--- config.mk ---
export PLATFORM = sky130hd
export DESIGN_NAME = echo_conditioner
export DESIGN_NICKNAME = d
export VERILOG_FILES = /design/src/rtl/echo_conditioner.sv
export SDC_FILE = /design/constraint.sdc
export NUM_CORES = 1
export LEC_CHECK = 0
export BUFFER_PORTS_ARGS = -buffer_cell sky130_fd_sc_hd__buf_4
export CORE_ASPECT_RATIO = 0.9
export CORE_MARGIN = 4
export CORE_UTILIZATION = 30
export DETAILED_ROUTE_END_ITERATION = 10
export PLACE_DENSITY = 0.45
export SLEW_MARGIN = 30
export SYNTH_ARGS = -nofsm -noshare
export SYNTH_HDL_FRONTEND = slang
export SYNTH_SLANG_ARGS = --single-unit
--- constraint.sdc ---
create_clock -name clk -period 2.5 [get_ports clk]
set_input_delay 0.125 -clock clk [delete_from_list [all_inputs] [get_ports clk]]
set_output_delay 0.125 -clock clk [all_outputs]
set_load 0.01 [all_outputs]
--- src/rtl/echo_conditioner.sv ---
// Echo front-end: synchronises and deglitches the raw echo pin, gates it with the
// trigger-armed window, force-terminates stuck echoes and counts missing/spurious echoes.
module echo_conditioner #(
  parameter int unsigned SYNC_STAGES     = 2,
  parameter int unsigned GLITCH_CYCLES   = 25,
  parameter int unsigned ARM_TIMEOUT     = 1_500_000,
  parameter int unsigned MAX_ECHO_CYCLES = 1_450_000,
  parameter int unsigned CNT_W           = 8
) (
  input  logic             clk,
  input  logic             rst_n,
  input  logic             echo_raw,
  input  logic             trig,
  input  logic             clr_counts,
  output logic             echo_clean,
  output logic             armed,
  output logic             echo_timeout,
  output logic             no_echo,
  output logic [CNT_W-1:0] miss_count,
  output logic [CNT_W-1:0] spurious_count
);

  localparam int unsigned GF_W   = (GLITCH_CYCLES > 1)   ? $clog2(GLITCH_CYCLES)   : 1;
  localparam int unsigned WIN_W  = (ARM_TIMEOUT > 1)     ? $clog2(ARM_TIMEOUT)     : 1;
  localparam int unsigned ECHO_W = (MAX_ECHO_CYCLES > 1) ? $clog2(MAX_ECHO_CYCLES) : 1;

  typedef enum logic [1:0] {IDLE, ARMED, HIGH, BLANK} state_t;

  state_t                 state, state_nxt;
  logic [SYNC_STAGES-1:0] sync;
  logic                   echo_s;
  logic [GF_W-1:0]        glitch_cnt;
  logic                   filt, filt_d, filt_rise, filt_fall;
  logic                   trig_d, trig_fall;
  logic [WIN_W-1:0]       win_cnt;
  logic [ECHO_W-1:0]      echo_cnt;
  logic                   win_end, echo_end;
  logic                   win_clr, win_inc, echo_clr, echo_inc;
  logic                   miss_evt, spur_evt, tmo_evt;

  assign echo_s    = sync[SYNC_STAGES-1];
  assign filt_rise = filt & ~filt_d;
  assign filt_fall = ~filt & filt_d;
  assign trig_fall = ~trig & trig_d;
  assign win_end   = (win_cnt == WIN_W'(ARM_TIMEOUT - 1));
  assign echo_end  = (echo_cnt == ECHO_W'(MAX_ECHO_CYCLES - 1));

  // Synchroniser, glitch filter and edge-detect registers
  always_ff @(posedge clk or negedge rst_n) begin
    if (!rst_n) begin
      sync       <= '0;
      glitch_cnt <= '0;
      filt       <= 1'b0;
      filt_d     <= 1'b0;
      trig_d     <= 1'b0;
    end else begin
      sync   <= {sync[SYNC_STAGES-2:0], echo_raw};
      filt_d <= filt;
      trig_d <= trig;
      if (echo_s == filt) begin
        glitch_cnt <= '0;
      end else if (glitch_cnt == GF_W'(GLITCH_CYCLES - 1)) begin
        filt       <= ~filt;
        glitch_cnt <= '0;
      end else begin
        glitch_cnt <= glitch_cnt + GF_W'(1);
      end
    end
  end

  // State register
  always_ff @(posedge clk or negedge rst_n) begin
    if (!rst_n) state <= IDLE;
    else        state <= state_nxt;
  end

  // Next-state logic; in ARMED a new trigger outranks the window expiry so the
  // fresh window is honoured (either way exactly one miss is recorded).
  always_comb begin
    state_nxt = state;
    case (state)
      IDLE: begin
        if (filt_rise)      state_nxt = BLANK;
        else if (trig_fall) state_nxt = ARMED;
      end
      ARMED: begin
        if (filt_rise)      state_nxt = HIGH;
        else if (trig_fall) state_nxt = ARMED;
        else if (win_end)   state_nxt = IDLE;
      end
      HIGH: begin
        if (filt_fall)     state_nxt = IDLE;
        else if (echo_end) state_nxt = BLANK;
      end
      BLANK: begin
        if (!filt) state_nxt = IDLE;
      end
      default: state_nxt = IDLE;
    endcase
  end

  // Output / datapath control decode
  always_comb begin
    win_clr  = 1'b0;
    win_inc  = 1'b0;
    echo_clr = 1'b0;
    echo_inc = 1'b0;
    miss_evt = 1'b0;
    spur_evt = 1'b0;
    tmo_evt  = 1'b0;
    case (state)
      IDLE: begin
        spur_evt = filt_rise;
        win_clr  = trig_fall & ~filt_rise;
      end
      ARMED: begin
        echo_clr = filt_rise;
        win_clr  = ~filt_rise & trig_fall;
        win_inc  = ~filt_rise & ~trig_fall;
        miss_evt = ~filt_rise & (trig_fall | win_end);
      end
      HIGH: begin
        echo_inc = 1'b1;
        tmo_evt  = ~filt_fall & echo_end;
      end
      default: ;
    endcase
  end

  // Counters and registered outputs
  always_ff @(posedge clk or negedge rst_n) begin
    if (!rst_n) begin
      win_cnt        <= '0;
      echo_cnt       <= '0;
      echo_clean     <= 1'b0;
      armed          <= 1'b0;
      echo_timeout   <= 1'b0;
      no_echo        <= 1'b0;
      miss_count     <= '0;
      spurious_count <= '0;
    end else begin
      if (win_clr)      win_cnt <= '0;
      else if (win_inc) win_cnt <= win_cnt + WIN_W'(1);
      if (echo_clr)      echo_cnt <= '0;
      else if (echo_inc) echo_cnt <= echo_cnt + ECHO_W'(1);
      echo_clean   <= (state_nxt == HIGH);
      armed        <= (state_nxt == ARMED);
      echo_timeout <= tmo_evt;
      no_echo      <= miss_evt;
      if (clr_counts)                      miss_count <= '0;
      else if (miss_evt && miss_count != '1) miss_count <= miss_count + CNT_W'(1);
      if (clr_counts)                              spurious_count <= '0;
      else if (spur_evt && spurious_count != '1) spurious_count <= spurious_count + CNT_W'(1);
    end
  end

endmodule

-- Yosys cells after proc, flatten, opt, wreduce, memory -nomap -nowiden
Cells that the tools add are included.
- register bits: 74
- input port bits: 5
- output and inout bits: 20
- word-level logic and storage cells: 80
- add/sub/neg operators: 5
- equality and inequality tests: 11
- mux-type cells: 26
- bitwise operators: 15
- reduce and logical (&&, ||, !) cells: 9
- operators by type and width (kind ; count):
    21-bit two-way mux ; 4
    21-bit by 1-bit adder with 21-bit output, second input constant ; 2
    21-bit equality test, second input constant ; 2
    8-bit two-way mux ; 4
    8-bit by 1-bit adder with 8-bit output, second input constant ; 2
    2-bit two-way mux ; 8
    8-bit != test, second input constant ; 2
    5-bit two-way mux ; 2
    2-bit case mux with 4 select lines ; 1
    2-bit nonzero test ; 4
    1-bit AND ; 7
    1-bit two-way mux ; 7
    1-bit NOT ; 7
    2-bit equality test, second input constant ; 3
    5-bit by 1-bit adder with 5-bit output, second input constant ; 1
    5-bit equality test, second input constant ; 1
    2-bit by 1-bit equality test with 1-bit output, second input constant ; 2
    1-bit logical AND ; 2
    2-bit zero test ; 1
    2-bit AND reduction ; 1
    2-bit OR reduction ; 1
    1-bit equality test ; 1
    1-bit OR ; 1

-- Longest topological paths before layout
Gate-level depths: netlist of run 1.
- word-level depth: 8
- mapped depth: 7

-- Worst setup path after synthesis of run 1
Ideal clock, no wire load.
- path kind: register to register
- start: register win_cnt[7]
- end: register miss_count[0]
- setup time: 0.125 ns
- data arrival time: 2.099 ns
- setup slack: 0.277 ns
- stages on the path, launching flop included: 7
- path buffers: 1
- clock period less this slack: 2.223 ns
- cell sequence: dfrtp_1 or4b_4 nor4_4 a21oi_2 buf_6 nor3_1 mux2_2
- word-level cells in the longest chain between the ends: 6
- RTL lines (what ; RTL line ; source):
    from (decl) ; 35 ; logic [WIN_W-1:0] win_cnt;
    from (signal assigned) ; 143 ; else if (win_inc) win_cnt <= win_cnt + WIN_W'(1);
    21-bit equality test ; 45 ; assign win_end = (win_cnt == WIN_W'(ARM_TIMEOUT - 1));
    1-bit OR ; 120 ; miss_evt = ~filt_rise & (trig_fall | win_end);
    1-bit AND ; 120 ;
    1-bit two-way mux ; 111 ; case (state)
    1-bit logical AND ; 151 ; else if (miss_evt && miss_count != '1) miss_count <= miss_count + CNT_W'(1);
    2-bit nonzero test (no line) ; n/a ;
    to (signal assigned) ; 151 ;
    to (decl) ; 19 ; output logic [CNT_W-1:0] miss_count,
No other way between the ends.
A chain may end at the register's enable or synchronous reset.

-- Final worst setup path of run 1
Same ends and word-level chain as after synthesis.

==> metrics.sh, run 1 <==
OUTCOME='complete, no violations'
YS_ASYNC_SR_FRACTION_PCT=100
FIRST_ITER_VIOLATIONS=197
FINAL_CRITICAL_PATH_REQUIRED_PERIOD_NS=2.31
SYNTH_MOST_COMMON_CELL='dfrtp_1'
TIMING.CRITICAL_PATH.FROM_TYPE='flip-flop'
SYNTH_AREA_LEADERS='dfrtp_1, xnor2_1, nor2_1, nand2_1, nand3_1'
SYN_AREA_SQ_UM=3730
AVGSYNTHCELLAREA_SQ_UM=9.82
FLOORPLAN.IO_PINS=25
YS_FF_LATCH=74
PLACE.PORT_BUFFERS=24
FIN_CRIT_SH_PCT=92.4
YS.FLOP_TYPE='dfrtp_1'
CTS_INSERTED_BUFFERS=9
POSTSYNTHCELLCOUNT=380
WIRE_LENGTH_OF_THE_FIRST_GLOBAL_ROUTING_PASS_UM=13600
CRITPATHKIND='flip-flop to flip-flop'
TIGHTESTPINTRANSITION_NS=0.683
OVERALL_DIE_WIDTH_UM=126
VIAS=2864
PATH_CLK_SLEW_NS=0.06
WORST-ENDPOINT-ARRIVAL_NS=2.53
POWER_DENSITY_nW_PER_UM2=639
MAXSLEWVIOLCOUNT=0
EFFECTIVE_UTILIZATION_AT_FLOORPLAN_PCT=30.8
ROUTE.DETAILED.WL_PER_INST_UM=13.8
TRITONCTS='built'
CRITPATHMAXFANOUT=14
WORST_CLOCK_SKEW_NS=0.00441
SYNTH_TOP_CELLS_BY_COUNT='dfrtp_1, nor2_1, nand2_1'
PLACEABLECOREAREA_SQ_UM=12100
MAXIMUM_NUMBER_OF_PINS_ON_ONE_NET_BEFORE_GLOBAL_ROUTE_REPAIR=75
SLEW_HEADROOM_PCT=54.5
DIE_H_UM=114
CTS_SETUP_BUFFERS=0
POSTROUTEWIRELENGTH_UM=7920
SYNTH-EDFF-COUNT=0
PLACEMENTROWS=38
LAYOUT-DRIVE-GT1-SHARE_PCT=14.2
DP_HPWL_UM=5240
POST-ROUTE-DRC-COUNT=0
CLOCK_LATENCY_NS=0.33
CRITPATHREQUIREDTIME_NS=2.72
LEAKAGE_nW=1.84
FINALNETCOUNT=422
MAX-CLOCK-PATH-BUFFERS=2
INITIAL_ANTENNA_VIOLATION_COUNT=0
GRT_OVERFLOW_TOTAL=0
ACHIEVABLE_CLOCK_FREQUENCY_GHz=0.433
SYNTHTOLAYOUTAREAGROWTH_PCT=19.2
FIRST_GLOBAL_VIAS=2861
N_ANTENNA_CELL=0
SYNTH_TOP_AREA_SHARE_PCT=49.6
TIMING.MAX_CAP.VIOLATIONS=0
TIMING.SETUP.TNS_NS=0
HOLD_PATH.CLASS='input pin to flip-flop'
PLACE_CONGESTION=0.788
CTS_HTREE_LEVELS=3
DIEAREA_SQ_UM=14300
ANT_NETS=0
TIMING.FINAL.HOLD_VIOLATIONS=0
WHS_NS=0.105
CRITICAL_PATH_ENDPOINT_CATEGORY='flip-flop'
PEAK_SUPPLY_DROP_mV=0.279
SYN_NETS=391
ROUTED_VIA_DENSITY=4.97
SYNTH.DISTINCT_CELLS=52
TRITONCTS_NUM_SINKS=74
GRT_SETUP_UNREPAIRED='false'
SYNTH.YOSYS.SEQ_AREA_SHARE_PCT=49.6
CTS-ROOT-BUF='clkbuf_16'
DRT-PASS1-ITER-COUNT=4
SYNTHDOMINANTAREACELLTYPE='dfrtp_1'
FINAL-SETUP-VIOL-COUNT=0
YS.WARNINGS.COUNT=0
GR-USAGE-ALL-LAYERS_PCT=11.6
## final timing paths
path	startpoint	endpoint	slack, ns	cells after the start
worst min register to register	sync[0]	sync[1]	0.35	0
worst max register to register	win_cnt[7]	miss_count[0]	0.19	5
worst max-delay path	win_cnt[7]	miss_count[0]	0.19	5
max in group asynchronous	rst_n	win_cnt[5]	1.64	2
worst min-delay path	clr_counts	miss_count[4]	0.10	2
min in group asynchronous	rst_n	glitch_cnt[3]	0.39	2
## routing by layer
layer | global-route usage [%] | up-vias | part of all wire [%]
met1 | 14.7 | 1390 | 48
met5 | 0 | - | 0
met2 | 19.0 | 33 | 48
li1 | - | 1432 | -
met4 | 3.97 | 0 | 1.3
met3 | 3.32 | 9 | 3.1
## stage by stage
step                utilization [%]  power (mW)  setup slack, ns  std cells  instance area (sq um)
floorplan                         -        1.38            0.277        380                   3730
global placement               33.6        1.45            0.172        557                   4080
detailed placement             33.7        1.45           0.0968        557                   4080
CTS                            36.6        2.90           0.0864        576                   4440
global route                   36.7        2.97           0.0815        576                   4440
finish                         36.7        2.84            0.190        576                   4440
## placed cells by master, fill, tap and decap left out, types with 9 or more instances in the layout
master	Yosys	layout
buf_4	1	29
o31ai_1	11	11
nor2_1	41	41
nand4_1	14	14
nor4_1	11	11
nand3_1	24	24
o21ai_0	17	17
clkbuf_16	0	9
nand2_1	33	33
a21oi_1	10	10
nor3_1	15	13
xnor2_1	20	20
inv_1	9	9
xor2_1	9	9
dfrtp_1	74	74
## power by group
part / total, mW / leakage, nW / switching, mW / internal (mW)
clock network: 1.41 / 0.155 / 0.506 / 0.902
logic: 0.163 / 0.675 / 0.100 / 0.0625
registers: 1.27 / 1.01 / 0.0350 / 1.23
## sequential cells by signal (all words and copies together), names as in the netlist
register and flops:
armed 1, echo_clean 1, echo_cnt 21, echo_timeout 1, filt 1, filt_d 1
glitch_cnt 5, miss_count 8, no_echo 1, spurious_count 8, state 2, sync 2
trig_d 1, win_cnt 21
## timing repair
item,4_1_cts,5_1_grt
hold buffers,3,0
endpoints found under the hold margin,76,0
setup endpoints to repair,0,1
resized for setup,0,1
## worst max-delay path, cell delays in order, from the launching register on
cell and delay [ns]:
dfrtp_1 0.42, or4b_4 0.56, nor4_4 0.33, a21oi_2 0.23, nor3_2 0.29, mux2_2 0.36
## kinds of logic after synthesis
family	after synthesis	share of synthesized area [%]
compound gates	55	9.43
xor+xnor	29	6.81
fa+ha+maj	6	2.01
buf+inv	22	3.12
flops	74	49.6
mux	8	2.25
simple gates	186	26.7
## area by class of cell
cell class	count	area, sq um
clock buffers	10	239
clock inverters	6	88.8
fillers	1237	7680
inverters	9	33.8
multi-input cells	284	1770
flip-flops and latches	74	1850
well taps	160	200
repair buffers	33	259
Note: power is estimated with default switching activity, not from simulation.
==> run 2, diff against run 1 <==
--- a/config.mk
+++ b/config.mk
@@ -5,6 +5,7 @@
 export SDC_FILE = /design/constraint.sdc
 export NUM_CORES = 1
 export LEC_CHECK = 0
+export ABC_AREA = 1
 export BUFFER_PORTS_ARGS = -buffer_cell sky130_fd_sc_hd__buf_4
 export CORE_ASPECT_RATIO = 0.9
 export CORE_MARGIN = 4
==> metrics.sh, run 2 <==
OUTCOME='complete, no violations'
WORST_CLOCK_SKEW_NS=0.00503  # +0.000611 ns
TIGHTESTPINTRANSITION_NS=0.691  # +0.00850 ns
P_INT_mW=2.21  # +0.70%
SYNTHDOMINANTAREACELLTYPE='dfrtp_1'
OVERALL_DIE_WIDTH_UM=133  # +6.2%
CTS_HTREE_LEVELS=3  # unchanged
TRITONCTS='built'
CRITPATHLAUNCH='trig'
FINAL_CRITICAL_PATH_REQUIRED_PERIOD_NS=1.90  # -0.407 ns
DIE_H_UM=121  # +6.2%
POST_DP_CELL_AREA_SQ_UM=4620  # +13%
TIMING.FINAL.HOLD_VIOLATIONS=0  # unchanged
WIRE_LENGTH_OF_THE_FIRST_GLOBAL_ROUTING_PASS_UM=17700  # +31%
SWITCHING_SHARE_PCT=21.7  # -0.89 points
SYNTH_AREA_LEADERS='dfrtp_1, nand2_1, nor2_1, inv_1, nand3_1'
AVGSYNTHCELLAREA_SQ_UM=7.29  # -26%
PLACE.PORT_BUFFERS=24  # unchanged
PLACEABLECOREAREA_SQ_UM=13600  # +12%
ANT_NETS=0  # unchanged
SLEW_HEADROOM_PCT=53.9  # -0.57 points
PLACED_CELLS_INCL_TAPS=789  # +42%
R2R_END='win_cnt[1]'
TIMING.CRITICAL_PATH.DEPTH=7  # +2
ROUTED_VIA_DENSITY=4.66  # -6.3%
POSTSYNTHCELLCOUNT=582  # +53%
CPLARGESTDELAYFAMILY='simple AND/OR/NAND/NOR gates'
GRT_SETUP_UNREPAIRED='false'
TIMING.CRITICAL_PATH.FROM_TYPE='input pin'
CLOCK_POWER_SHARE_PCT=49.4  # -0.2 points
CP_SLOWEST_CELL='dlygate4sd3_1'
SYNTH_MOST_COMMON_CELL='nand2_1'
CTS_INSERTED_BUFFERS=9  # unchanged
HOLD_PATH.CLASS='input pin to flip-flop'
SYNTH-EDFF-COUNT=0  # unchanged
SYN_AREA_SQ_UM=4240  # +14%
BUFS_AND_INVS_ON_WORST_PATH=3  # +3
POWER_DENSITY_nW_PER_UM2=568  # -11%
FLOORPLAN.IO_PINS=25  # unchanged
YS_FF_LATCH=74  # unchanged
WORST_SETUP_PATH_ENDPOINT='win_cnt[1]'
SYNTH.YOSYS.SEQ_AREA_SHARE_PCT=43.7  # -6.0 points
PLACE_CONGESTION=0.851  # +8.0%
PATH_CLK_SLEW_NS=0.06  # about the same
MOST-COMMON-LAYOUT-CELLS='nand2_1, nor2_1, inv_1'
ACHIEVABLE_CLOCK_FREQUENCY_GHz=0.525  # +21%
MAX_STAGE_DELAY_NS=0.54  # -0.02 ns
WORST-ENDPOINT-ARRIVAL_NS=2.12  # -0.41 ns
REG2REG_SLACK_NS=0.62  # +0.43 ns
CRITPATHKIND='input pin to flip-flop'
REG2REG_DEPTH=7  # +2
STDCELL_AREA_SQ_UM=4970  # +12%
DP_HPWL_UM=7330  # +40%
MAXSLEWVIOLCOUNT=0  # unchanged
POWER_FRAC_COMB_PCT=5.5  # -0.2 points
PLACEMENTROWS=40  # +5.3%
SYNTHTOLAYOUTAREAGROWTH_PCT=17.3
FIRST_GLOBAL_VIAS=3671  # +28%
FIRST_ITER_VIOLATIONS=278  # +41%
SEQ_POWER_SHARE_PCT=45.0  # +0.4 points
CRITPATHREQUIREDTIME_NS=2.72  # about the same
YS_ASYNC_SR_FRACTION_PCT=100  # unchanged
CTS_SETUP_BUFFERS=0  # unchanged
N_ANTENNA_CELL=0  # unchanged
CRITICAL_PATH_ENDPOINT_CATEGORY='flip-flop'
DRT-PASS1-ITER-COUNT=5  # +1
YS.FLOP_TYPE='dfrtp_1'
LAYOUT.CELLS.NON_FILLER=807  # +40%
MAXIMUM_NUMBER_OF_PINS_ON_ONE_NET_BEFORE_GLOBAL_ROUTE_REPAIR=75  # unchanged
FIN_CRIT_SH_PCT=76.2  # -16 points
POST-ROUTE-DRC-COUNT=0  # unchanged
GRT_OVERFLOW_TOTAL=0  # unchanged
WORSTPATHCELLLIST='dlygate4sd3_1 > buf_4 > nor2_1 > nand3_2 > nand2_2 > inv_1 > a22o_1'
LEAKAGE_nW=2.38  # +29%
PEAK_SUPPLY_DROP_mV=0.230  # -18%
SYN_NETS=593  # +52%
CLOCK_LATENCY_NS=0.33  # about the same
SYNTH.DISTINCT_CELLS=39  # -25%
VIAS=3759  # +31%
INITIAL_ANTENNA_VIOLATION_COUNT=0  # unchanged
WHS_NS=0.0398  # -0.0650 ns
CTS-ROOT-BUF='clkbuf_16'
YS.WARNINGS.COUNT=0  # unchanged
SYNTH_TOP_AREA_SHARE_PCT=43.7  # -6.0 points
EFFECTIVE_UTILIZATION_AT_FLOORPLAN_PCT=31.2  # +0.39 points
DIEAREA_SQ_UM=16100  # +13%
CRITPATHMAXFANOUT=17  # +3
POSTROUTEWIRELENGTH_UM=10300  # +30%
LEADING_CELL_TYPE_IN_THE_LAYOUT_FILL_AND_TAPS_EXCLUDED='nand2_1'
FINAL-SETUP-VIOL-COUNT=0  # unchanged
ROUTE.DETAILED.WL_PER_INST_UM=12.7  # -7.5%
LAYOUT-DRIVE-GT1-SHARE_PCT=10.2  # -4.0 points
SWITCHINGPOWER_mW=0.614  # -4.4%
MAX-CLOCK-PATH-BUFFERS=2  # unchanged
LAYOUT_TOP_REGISTERS='echo_cnt x21, win_cnt x21'
TIMING.SETUP.TNS_NS=0  # unchanged
CRITICAL_PATH.REG2REG.STARTPOINT='filt'
POST-ROUTE-UTIL_PCT=36.5  # -0.11 points
GR-USAGE-ALL-LAYERS_PCT=13.6  # +2.0 points
TIMING.MAX_CAP.VIOLATIONS=0  # unchanged
TRITONCTS_NUM_SINKS=74  # unchanged
FINALNETCOUNT=625  # +48%
SYNTH_TOP_CELLS_BY_COUNT='nand2_1, nor2_1, inv_1'
run 2: cell types whose count changed after synthesis, sizes merged, moves of 10 or more:
cell,delta
inv,+72
nand2,+115
nand3,+28
nor2,+59
nor4,-10
o21ai,+18
o31ai,-10
xnor2,-16
run 2: what timing repair did:
action / 4_1_cts / 5_1_grt
gates resized for setup: 0 / 0
hold buffers: 3 / 0
endpoints found under the hold margin: 76 / 0
run 2: cell families (layout without fill, tap and decap cells):
kind of cell,after synthesis,after routing,share of synthesized area [%]
flip-flops,74,74,43.7
multiplexers,1,1,0.236
adder cells (fa/ha/maj),6,6,1.77
XOR/XNOR,9,9,1.86
buffers and inverters,87,123,8.05
AND/OR/NAND/NOR,338,338,35.7
AO/OA/AOI/OAI,67,67,8.73
run 2: how the worst min path moves through the flow:
stage	startpoint	endpoint	slack [ns]	cells past startpoint
5_1_grt	clr_counts	spurious_count[0]	0.06	2
3_5_place_dp	rst_n	glitch_cnt[3]	0.21	1
4_1_cts	clr_counts	spurious_count[0]	0.03	2
3_3_place_gp	echo_raw	sync[0]	0.24	1
6_report	clr_counts	spurious_count[0]	0.04	2
2_1_floorplan	rst_n	armed	-0.17	0
run 2: layout make-up:
class                   count  area [sq um]
fillers                  1487          8640
multi-input cells         421          2050
well taps                 189           236
repair buffers             27           214
inverters                  81           304
flip-flops and latches     74          1850
clock buffers              13           260
clock inverters             2          60.1
run 2: metrics by stage:
step,total power [mW],setup WS [ns]
3_5_place_dp,1.45,0.632
6_report,2.83,0.596
3_3_place_gp,1.45,0.664
4_1_cts,2.88,0.598
2_1_floorplan,1.38,0.966
5_1_grt,2.95,0.333
run 2: metal layers:
layer	up-vias	routed length (um)	track usage, %
met4	0	205	6.17
met1	1739	5310	19.2
met2	68	4290	19.8
met3	15	462	3.04
li1	1937	-	-
met5	-	0	0
run 2: power groups by stage:
| stage | combinational, mW | sequential, mW | clock (mW) |
|---|---|---|---|
| 6_report | 0.156 | 1.27 | 1.40 |
| 3_3_place_gp | 0.157 | 1.29 | 0 |
| 5_1_grt | 0.179 | 1.28 | 1.49 |
| 2_1_floorplan | 0.0880 | 1.29 | 0 |
| 3_5_place_dp | 0.157 | 1.29 | 0 |
| 4_1_cts | 0.162 | 1.27 | 1.45 |
==> run 3, diff against run 2 <==
--- a/config.mk
+++ b/config.mk
@@ -5,7 +5,7 @@
 export SDC_FILE = /design/constraint.sdc
 export NUM_CORES = 1
 export LEC_CHECK = 0
-export ABC_AREA = 1
+export ABC_AREA = 0
 export BUFFER_PORTS_ARGS = -buffer_cell sky130_fd_sc_hd__buf_4
 export CORE_ASPECT_RATIO = 0.9
 export CORE_MARGIN = 4
==> constraint.sdc (replaced) <==
create_clock -name clk -period 1.95 [get_ports clk]
set_input_delay 0.0975 -clock clk [delete_from_list [all_inputs] [get_ports clk]]
set_output_delay 0.0975 -clock clk [all_outputs]
set_load 0.01 [all_outputs]
==> metrics.sh, run 3 (synthesis gave the netlist of run 1 again) <==
CLOCK_LATENCY_NS=0.33  # about the same
MET1WIRELENGTH_UM=4260  # -20%
LEAKAGE_nW=2.05  # -14%
WL_MET2_UM=3830  # -11%
CRITPATHREQUIREDTIME_NS=2.21  # -0.51 ns
WHS_NS=0.0732  # +0.0334 ns
TRITONCTS='built'
DIE_H_UM=114  # -5.8%
DESIGN_POWER_TOTAL_mW=3.52  # +24%
LAYOUT_TOP_REGISTERS='echo_cnt x21, win_cnt x21'
SEQ_POWER_SHARE_PCT=45.6  # +0.6 points
POWER_DENSITY_nW_PER_UM2=737  # +30%
CRITPATHKIND='flip-flop to flip-flop'
P_INT_mW=2.70  # +22%
MAXIMUM_NUMBER_OF_PINS_ON_ONE_NET_BEFORE_GLOBAL_ROUTE_REPAIR=39  # -48%
ACHIEVABLE_CLOCK_FREQUENCY_GHz=0.473
FLOORPLAN.IO_PINS=25  # unchanged
FINAL_CRITICAL_PATH_REQUIRED_PERIOD_NS=2.11
PLACE.PORT_BUFFERS=24  # unchanged
TRITONCTS_NUM_SINKS=74  # unchanged
SYNTHTOLAYOUTAREAGROWTH_PCT=28.0
DRT-PASS1-ITER-COUNT=4  # -1
TIMING.CRITICAL_PATH.FROM_TYPE='flip-flop'
POST_DP_CELL_AREA_SQ_UM=4370  # -5.4%
WORST_CLOCK_SKEW_NS=0.00760  # +0.00258 ns
DIEAREA_SQ_UM=14300  # -11%
INITIAL_ANTENNA_VIOLATION_COUNT=0  # unchanged
POSTROUTEWIRELENGTH_UM=8460  # -18%
SLEW_HEADROOM_PCT=66.0  # +12 points
SWITCHING_SHARE_PCT=23.3  # +1.6 points
GR-USAGE-ALL-LAYERS_PCT=12.4  # -1.2 points
SWITCHINGPOWER_mW=0.821  # +34%
POST-ROUTE-DRC-COUNT=0  # unchanged
LEADING_CELL_TYPE_IN_THE_LAYOUT_FILL_AND_TAPS_EXCLUDED='dfrtp_1'
OUTCOME='finished with violations'
MAX-CLOCK-PATH-BUFFERS=2  # unchanged
ANT_NETS=0  # unchanged
CLOCK_POWER_SHARE_PCT=45.9  # -3.5 points
POWER_FRAC_COMB_PCT=8.4  # +2.9 points
GRT_SETUP_UNREPAIRED='true'
N_ANTENNA_CELL=0  # unchanged
WORST-ENDPOINT-ARRIVAL_NS=2.37  # +0.25 ns
EFFECTIVE_UTILIZATION_AT_FLOORPLAN_PCT=30.8  # -0.39 points
LAYOUT-DRIVE-GT1-SHARE_PCT=23.2  # +13 points
FIRST_ITER_VIOLATIONS=169  # -39%
REGISTER_AREA_SQ_UM=1850  # unchanged
SETUP_WS_NS=-0.165  # -0.761 ns
FIRST_GLOBAL_VIAS=2972  # -19%
TIMING.FINAL.HOLD_VIOLATIONS=0  # unchanged
ROUTED_VIA_DENSITY=4.87  # +4.5%
CTS_INSERTED_BUFFERS=9  # unchanged
FIN_CRIT_SH_PCT=108
PLACE_CONGESTION=0.766  # -10%
PEAK_SUPPLY_DROP_mV=0.512  # +120%
TIMING.MAX_CAP.VIOLATIONS=0  # unchanged
GRT_OVERFLOW_TOTAL=0  # unchanged
TIGHTESTPINTRANSITION_NS=0.510  # -0.181 ns
CTS_HTREE_LEVELS=3  # unchanged
DP_HPWL_UM=5810  # -21%
NUM-FILL-CELLS=1216  # -18%
CRITICAL_PATH_ENDPOINT_CATEGORY='flip-flop'
PATH_CLK_SLEW_NS=0.06  # about the same
STDCELL_AREA_SQ_UM=4770  # -4.0%
ROUTE.MET3.WL_UM=252  # -45%
ROUTE.DETAILED.WL_PER_INST_UM=13.8  # +8.4%
HOLD_PATH.CLASS='input pin to flip-flop'
WIRE_LENGTH_OF_THE_FIRST_GLOBAL_ROUTING_PASS_UM=14500  # -18%
HIGHEST-SIGNAL-LAYER='met4'
VIAS=2983  # -21%
PLACEABLECOREAREA_SQ_UM=12100  # -11%
OVERALL_DIE_WIDTH_UM=126  # -5.8%
MAXSLEWVIOLCOUNT=0  # unchanged
FINALNETCOUNT=459  # -27%
PLACEMENTROWS=38  # -5.0%
FAILED_CHECKS='setup timing'
CRITPATHMAXFANOUT=5  # -12
CTS-ROOT-BUF='clkbuf_16'
FINAL-SETUP-VIOL-COUNT=10  # +10
MOST-COMMON-LAYOUT-CELLS='dfrtp_1, buf_4, nor2_1'
MULTI_INPUT_COMB_AREA_SQ_UM=1860  # -9.2%
run 3: cell types whose count changed in the layout (fill, tap and decap cells not counted), moves of 6 or more:
cell | previous run | this run
nor4_1 | 2 | 10
nand3_1 | 48 | 24
a21oi_1 | 17 | 9
nor2_1 | 90 | 41
nand2b_1 | 0 | 6
nand2_1 | 142 | 33
o31ai_1 | 1 | 9
xnor2_1 | 4 | 20
inv_1 | 77 | 9
buf_4 | 23 | 64
o21ai_0 | 33 | 17
run 3: worst max-delay path, cell delays in order, from the launching register on:
cell and delay (ns):
dfrtp_1 0.37, or4b_4 0.54, nor4_4 0.25, buf_4 0.17, a21oi_4 0.08, or4b_4 0.50
a21oi_2 0.12
run 3: power groups by stage:
| stage | clock [mW] | combinational (mW) | sequential, mW |
|---|---|---|---|
| finish | 1.62 | 0.296 | 1.61 |
| global route | 1.74 | 0.338 | 1.61 |
| CTS | 1.67 | 0.302 | 1.60 |
| detailed placement | 0 | 0.290 | 1.63 |
| global placement | 0 | 0.287 | 1.63 |
| floorplan | 0 | 0.128 | 1.64 |
run 3: layer usage:
metal | track usage, % | vias up
li1 | - | 1509
met1 | 17.2 | 1426
met5 | 0 | -
met3 | 2.76 | 10
met2 | 19.5 | 38
met4 | 4.05 | 0
run 3: through the flow:
stage / setup WS, ns / std cells / util [%] / setup TNS, ns
2_1_floorplan: -0.186 / 380 / - / -0.407
5_1_grt: -0.260 / 613 / 39.4 / -2.09
6_report: -0.165 / 613 / 39.4 / -0.912
4_1_cts: -0.168 / 613 / 39.1 / -1.01
3_3_place_gp: -0.175 / 590 / 36.1 / -0.820
3_5_place_dp: -0.183 / 590 / 36.1 / -1.01
run 3: final timing paths:
kind / start / end / slack, ns / cells past startpoint
setup / recovery: win_cnt[11] / miss_count[3] / -0.16 / 6
hold reg to reg: sync[0] / sync[1] / 0.35 / 0
hold / removal: clr_counts / miss_count[3] / 0.07 / 2
min in group asynchronous: rst_n / glitch_cnt[3] / 0.29 / 2
max in group asynchronous: rst_n / win_cnt[6] / 1.08 / 3
setup reg to reg: win_cnt[11] / miss_count[3] / -0.16 / 6
run 3: final cells by class:
type	instances	share of cell area [%]
clock buffer	10	4.80
clock inverter	6	1.21
tap	160	4.19
multi-input combinational	285	39.0
inverter	9	0.708
timing repair buffer	69	11.3
sequential	74	38.8
run 3: timing repair:
item                                    4_1_cts  5_1_grt
resized for setup                             3        7
buffers inserted                              3        0
endpoints found under the setup margin        9       16
endpoints found under the hold margin        39        0
pin swaps                                     6        2
hold buffers                                  3        0
cloned                                        1        0
